### config.mk
export PLATFORM = sky130hd
export DESIGN_NAME = lcd_snapshot_ctrl
export DESIGN_NICKNAME = d
export VERILOG_FILES = /design/src/rtl/lcd_snapshot_ctrl.sv
export SDC_FILE = /design/constraint.sdc
export NUM_CORES = 1
export LEC_CHECK = 0
export BUFFER_PORTS_ARGS = -buffer_cell sky130_fd_sc_hd__buf_4
export CORE_MARGIN = 4
export CORE_UTILIZATION = 35
export CTS_CLUSTER_SIZE = 12
export DETAILED_ROUTE_END_ITERATION = 6
export SLEW_MARGIN = 5
export SYNTH_ARGS = -nofsm -noshare
export SYNTH_HDL_FRONTEND = slang
export SYNTH_SLANG_ARGS = --single-unit
### constraint.sdc
create_clock -name CLOCK_50 -period 9.3 [get_ports CLOCK_50]
set_clock_uncertainty 0.2 [all_clocks]
set_input_delay 2.325 -clock CLOCK_50 [delete_from_list [all_inputs] [get_ports CLOCK_50]]
set_output_delay 2.325 -clock CLOCK_50 [all_outputs]
set_load 0.005 [all_outputs]
### src/rtl/lcd_snapshot_ctrl.sv
// Step/snapshot controller feeding the character-LCD stage: debounced single-step of the CPU,
// capture of CPU state into display registers and an active-low LOAD restart strobe.
module lcd_snapshot_ctrl #(
    parameter int unsigned DEB_CYCLES = 1000000,
    parameter int unsigned STEP_W     = 4,
    parameter int unsigned SETTLE     = 8,
    parameter int unsigned LOAD_W     = 16,
    parameter int unsigned REFRESH    = 5000000
) (
    input  logic        CLOCK_50,
    input  logic        RESET,
    input  logic        KEY_STEP,
    input  logic        SW_RUN,
    input  logic [31:0] CPU_DATA,
    input  logic [31:0] CPU_PC,
    input  logic [7:0]  CPU_SEL,
    output logic        STEP_CLK,
    output logic [31:0] DATA,
    output logic [31:0] PC,
    output logic [7:0]  SEL,
    output logic        LOAD,
    output logic        BUSY
);

    localparam int unsigned DW    = $clog2(DEB_CYCLES + 1);
    localparam int unsigned RW    = $clog2(REFRESH + 1);
    localparam int unsigned TMAX1 = (STEP_W > SETTLE) ? STEP_W : SETTLE;
    localparam int unsigned TMAX  = (TMAX1 > LOAD_W) ? TMAX1 : LOAD_W;
    localparam int unsigned TW    = $clog2(TMAX + 1);

    localparam logic [DW-1:0] DEB_LAST    = DW'(DEB_CYCLES - 1);
    localparam logic [RW-1:0] REF_LAST    = RW'(REFRESH - 1);
    localparam logic [TW-1:0] STEP_LAST   = TW'(STEP_W - 1);
    localparam logic [TW-1:0] SETTLE_LAST = TW'(SETTLE - 1);
    localparam logic [TW-1:0] LOAD_LAST   = TW'(LOAD_W - 1);

    typedef enum logic [2:0] {
        StIdle,
        StStepHi,
        StStepLo,
        StCapture,
        StLoadPulse,
        StWaitRel
    } state_e;

    state_e          state_q;
    logic [TW-1:0]   tmr_q;
    logic            key_meta_q, key_sync_q;
    logic            run_meta_q, run_sync_q;
    logic [DW-1:0]   deb_cnt_q;
    logic            key_deb_q;
    logic            press_q;
    logic [RW-1:0]   refresh_cnt_q;
    logic            refresh_hit;

    // Key idles released (1); run switch idles in manual mode (0).
    always_ff @(posedge CLOCK_50 or posedge RESET) begin
        if (RESET) begin
            key_meta_q <= 1'b1;
            key_sync_q <= 1'b1;
            run_meta_q <= 1'b0;
            run_sync_q <= 1'b0;
        end else begin
            key_meta_q <= KEY_STEP;
            key_sync_q <= key_meta_q;
            run_meta_q <= SW_RUN;
            run_sync_q <= run_meta_q;
        end
    end

    always_ff @(posedge CLOCK_50 or posedge RESET) begin
        if (RESET) begin
            deb_cnt_q <= '0;
            key_deb_q <= 1'b1;
            press_q   <= 1'b0;
        end else if (key_sync_q == key_deb_q) begin
            deb_cnt_q <= '0;
            press_q   <= 1'b0;
        end else if (deb_cnt_q == DEB_LAST) begin
            deb_cnt_q <= '0;
            key_deb_q <= key_sync_q;
            press_q   <= ~key_sync_q;
        end else begin
            deb_cnt_q <= deb_cnt_q + DW'(1);
            press_q   <= 1'b0;
        end
    end

    assign refresh_hit = (refresh_cnt_q == REF_LAST);

    // Holds its count while a sequence is in flight; only idle time counts toward a refresh.
    always_ff @(posedge CLOCK_50 or posedge RESET) begin
        if (RESET) begin
            refresh_cnt_q <= '0;
        end else if (!run_sync_q) begin
            refresh_cnt_q <= '0;
        end else if (state_q == StIdle) begin
            refresh_cnt_q <= refresh_hit ? '0 : refresh_cnt_q + RW'(1);
        end
    end

    always_ff @(posedge CLOCK_50 or posedge RESET) begin
        if (RESET) begin
            state_q  <= StIdle;
            tmr_q    <= '0;
            STEP_CLK <= 1'b0;
            LOAD     <= 1'b1;
            BUSY     <= 1'b0;
            DATA     <= '0;
            PC       <= '0;
            SEL      <= '0;
        end else begin
            case (state_q)
                StIdle: begin
                    if (!run_sync_q && press_q) begin
                        state_q  <= StStepHi;
                        tmr_q    <= STEP_LAST;
                        STEP_CLK <= 1'b1;
                        BUSY     <= 1'b1;
                    end else if (run_sync_q && refresh_hit) begin
                        state_q <= StCapture;
                        BUSY    <= 1'b1;
                    end
                end
                StStepHi: begin
                    if (tmr_q == '0) begin
                        state_q  <= StStepLo;
                        tmr_q    <= SETTLE_LAST;
                        STEP_CLK <= 1'b0;
                    end else begin
                        tmr_q <= tmr_q - TW'(1);
                    end
                end
                StStepLo: begin
                    if (tmr_q == '0) begin
                        state_q <= StCapture;
                    end else begin
                        tmr_q <= tmr_q - TW'(1);
                    end
                end
                StCapture: begin
                    // LOAD falls on the same edge the snapshot lands, so the display sees stable data.
                    DATA    <= CPU_DATA;
                    PC      <= CPU_PC;
                    SEL     <= CPU_SEL;
                    LOAD    <= 1'b0;
                    tmr_q   <= LOAD_LAST;
                    state_q <= StLoadPulse;
                end
                StLoadPulse: begin
                    if (tmr_q == '0) begin
                        LOAD    <= 1'b1;
                        state_q <= StWaitRel;
                    end else begin
                        tmr_q <= tmr_q - TW'(1);
                    end
                end
                StWaitRel: begin
                    if (key_deb_q) begin
                        state_q <= StIdle;
                        BUSY    <= 1'b0;
                    end
                end
                default: begin
                    state_q <= StIdle;
                    BUSY    <= 1'b0;
                end
            endcase
        end
    end

endmodule

==> results.py <==
metrics = {
    "yosys": {
        "synth_compound_area_share_pct": 6.06,
        "synthCells": 490,
        "ys_ff_latch": 132,
        "synth-main-ff-cell": "dfrtp_1",
        "muxShareOfSynthArea_pct": 14.9,
        "syn_area_per_cell_sq_um": 11.8,
        "synth-edff-count": 0,
        "yosysWarnings": 0,
        "yosys.area_share.simple_pct": 15.1,
        "ys_seq_area_share_pct": 57.2,
        "synthAdderAreaFrac_pct": 0.649,
        "yosysUniqueCellTypes": 58,
        "syn_area_sq_um": 5780,
        "synth_top_family_by_area": "simple AND/OR/NAND/NOR gates",
        "synth-xor-area-share_pct": 3.48,
        "async_flop_share_pct": 100,
        "synth_fp_nets": 569,
    },
    "power_and_ir_drop": {
        "powerDensity_nw_per_um2": 172,
        "ir_worst_vdd_v": 0.000118,
        "p_leak_nw": 3.44,
    },
    "clocking": {
        "clock_tree.root_cell": "clkbuf_16",
        "clk_path_buf_depth": 2,
        "postCtsSetupRepairBufs": 0,
        "cts_tree": "built",
        "post_cts_resized": 0,
        "hold_buffers": 0,
        "clock_sinks": 132,
        "cts_max_level": 4,
        "insertion_delay_ps": 410,
        "cts_made_buffers": 17,
        "clk_pin_slew_ps": 50,
    },
    "timing": {
        "fin_setup_tns_ps": 0,
        "fin_crit_sh_pct": 39.4,
        "clock.fmax_ghz": 0.273,
        "hold_viol_final": 0,
        "fin_crit_ps": 3670,
        "final-setup-viol-count": 0,
        "fin_hold_ws_ps": 150,
        "tightest_slew_ps": 1020,
        "relSlewSlack_pct": 32.0,
        "slew_violations": 0,
        "rsz0062_at_grt": "false",
    },
    "grt": {
        "grt_pass1_wl_um": 20600,
        "grt_use_total_pct": 13.8,
        "grt_overflow": 0,
        "antenna_found_initial": 0,
        "grt_max_degree": 75,
        "grt_pass1_vias": 4274,
    },
    "setup_path": {
        "worstSetupEndpointType": "asynchronous set/reset pin",
        "critPathLaunchType": "input port",
        "cp.required_ps": 9510,
        "cp.arrival_ps": 3870,
        "cp_max_fo": 74,
        "path_class": "input port to asynchronous set/reset pin",
    },
    "routing": {
        "ant_nets": 0,
        "first_pass_iters": 5,
        "wl_per_cell_um": 14.9,
        "viasPerCell": 4.91,
        "drtIter0Drc": 254,
        "vias": 4274,
        "wirelength_um": 12900,
        "drc": 0,
    },
    "floorplan": {
        "start_util_pct": 36.0,
        "placeableCoreArea_sq_um": 16100,
        "die_h_um": 137,
        "dieArea_sq_um": 18600,
        "placementRows": 46,
        "die_x_um": 137,
        "num_io_pins": 151,
    },
    "hold_path": {
        "hold_class": "register to register",
    },
    "finish": {
        "n_antenna_cell": 0,
        "final_nets": 720,
        "fillers": 1469,
        "area_growth_pct": 32.3,
        "drive_above_1_share_pct": 40.7,
    },
    "outcome": {
        "outcome": "finished, final reports clean",
    },
    "placement": {
        "hpwlAfterDp_um": 9090,
        "gp_congestion": 0.780,
        "portBuffers": 150,
    },
    "job": {
        "max_cap_violations": 0,
    },
}
-- per-stage QoR --
step / setup slack [ps] / instance area [sq um] / utilization [%] / std cells / total power, W
6_report: 5630 / 7650 / 47.7 / 870 / 0.00131
5_1_grt: 5280 / 7650 / 47.7 / 870 / 0.00137
4_1_cts: 5550 / 7650 / 47.7 / 870 / 0.00134
3_5_place_dp: 5100 / 7100 / 44.2 / 838 / 0.000705
3_3_place_gp: 5170 / 7100 / 44.2 / 838 / 0.000703
2_1_floorplan: 3260 / 5780 / - / 490 / 0.000646
-- kinds of logic after synthesis --
family / after synthesis
buffers and inverters: 34
AOI/OAI and AO/OA: 54
DFF: 132
and+or+nand+nor: 167
muxes: 77
adders and majority gates: 3
xor gates and xnor gates: 23
-- worst max-delay path, cell delays in order --
cell and delay, ps:
buf_4 120, inv_4 490, buf_4 820
-- cells in the mapped netlist (2+ instances only) --
cell       instances  area share, %
o311ai_1           3           0.45
nor3_1             7           0.61
dfrtp_1          128             55
o21ai_0           11           0.95
a21o_1             2           0.26
o31a_1             2           0.30
o21ai_1            3           0.26
dfstp_2            4            1.8
nand2_1           36            2.3
and2_1             2           0.22
ha_1               3           0.65
nand2b_1           5           0.54
or2_2              2           0.22
inv_1             14           0.91
o22ai_1            2           0.22
nor4_1             4           0.43
nor2_1            44            2.9
buf_2              8           0.69
or4_1              2           0.26
mux2i_1            4           0.69
a21oi_1           14            1.2
and3_1             3           0.32
xnor2_1           11            1.7
o2bb2ai_1          3           0.45
nor3b_1            4           0.52
or3_1              8           0.87
or4_2              2           0.30
nand4_1           11            1.2
a311oi_1           2           0.30
xor2_1            12            1.8
a31oi_1            3           0.32
nand3_1           25            2.2
mux2_2            73             14
clkbuf_1           9           0.58
-- per-layer routing --
layer  vias up  part of all wire, %  track usage (%)  wire length, um
met4         0                  1.2             5.38              161
li1       2037                    -                -                -
met5         -                    0                0                0
met3        15                  7.7             4.82              998
met2       152                   47             20.9             6110
met1      2070                   44             18.3             5660
-- cell type report --
cell class | instances | area (sq um) | area share [%]
clock inverters | 4 | 45.0 | 0.589
multi-input cells | 324 | 2330 | 30.4
inverters | 15 | 58.8 | 0.768
repair buffers | 151 | 1130 | 14.8
well taps | 216 | 270 | 3.53
clock buffers | 28 | 507 | 6.62
flip-flops and latches | 132 | 3310 | 43.2
-- flip-flops by register name (all words and copies together) (netlist names), 3 cells and up --
name	count
PC	32
DATA	32
refresh_cnt_q	23
state_q	3
tmr_q	5
SEL	8
deb_cnt_q	20
-- placed cells by master (no fill, tap or decap), types with 12 or more instances in the layout --
| cell type | instances |
|---|---|
| xor2_1 | 12 |
| nor2_1 | 44 |
| buf_4 | 151 |
| inv_1 | 13 |
| clkbuf_16 | 17 |
| a21oi_1 | 14 |
| nand2_1 | 36 |
| nand3_1 | 25 |
| mux2_2 | 73 |
| dfrtp_1 | 128 |
-- worst paths after layout --
| path | from | end | slack (ps) | cells past startpoint |
|---|---|---|---|---|
| worst max-delay path | RESET | SEL[2]$_DFFE_PP0P_ | 5630 | 3 |
| worst min-delay path | run_meta_q$_DFF_PP0_ | run_sync_q$_DFF_PP0_ | 150 | 0 |
| worst max register to register | state_q[2]$_DFFE_PP0P_ | PC[13]$_DFFE_PP0P_ | 6770 | 3 |
| worst min register to register | run_meta_q$_DFF_PP0_ | run_sync_q$_DFF_PP0_ | 150 | 0 |
| max in group CLOCK_50 | LOAD$_DFFE_PP1P_ | LOAD | 5700 | 1 |
| min in group asynchronous | RESET | PC[16]$_DFFE_PP0P_ | 1830 | 2 |
-- where the power goes --
| part | leakage, nW | internal, W | switching (W) |
|---|---|---|---|
| sequential | 1.65 | 0.000594 | 0.0000114 |
| combinational | 1.52 | 0.0000533 | 0.0000343 |
| clock | 0.272 | 0.000395 | 0.000226 |
| total | 3.44 | 0.00104 | 0.000272 |
Power figures use the tool's default switching activity.
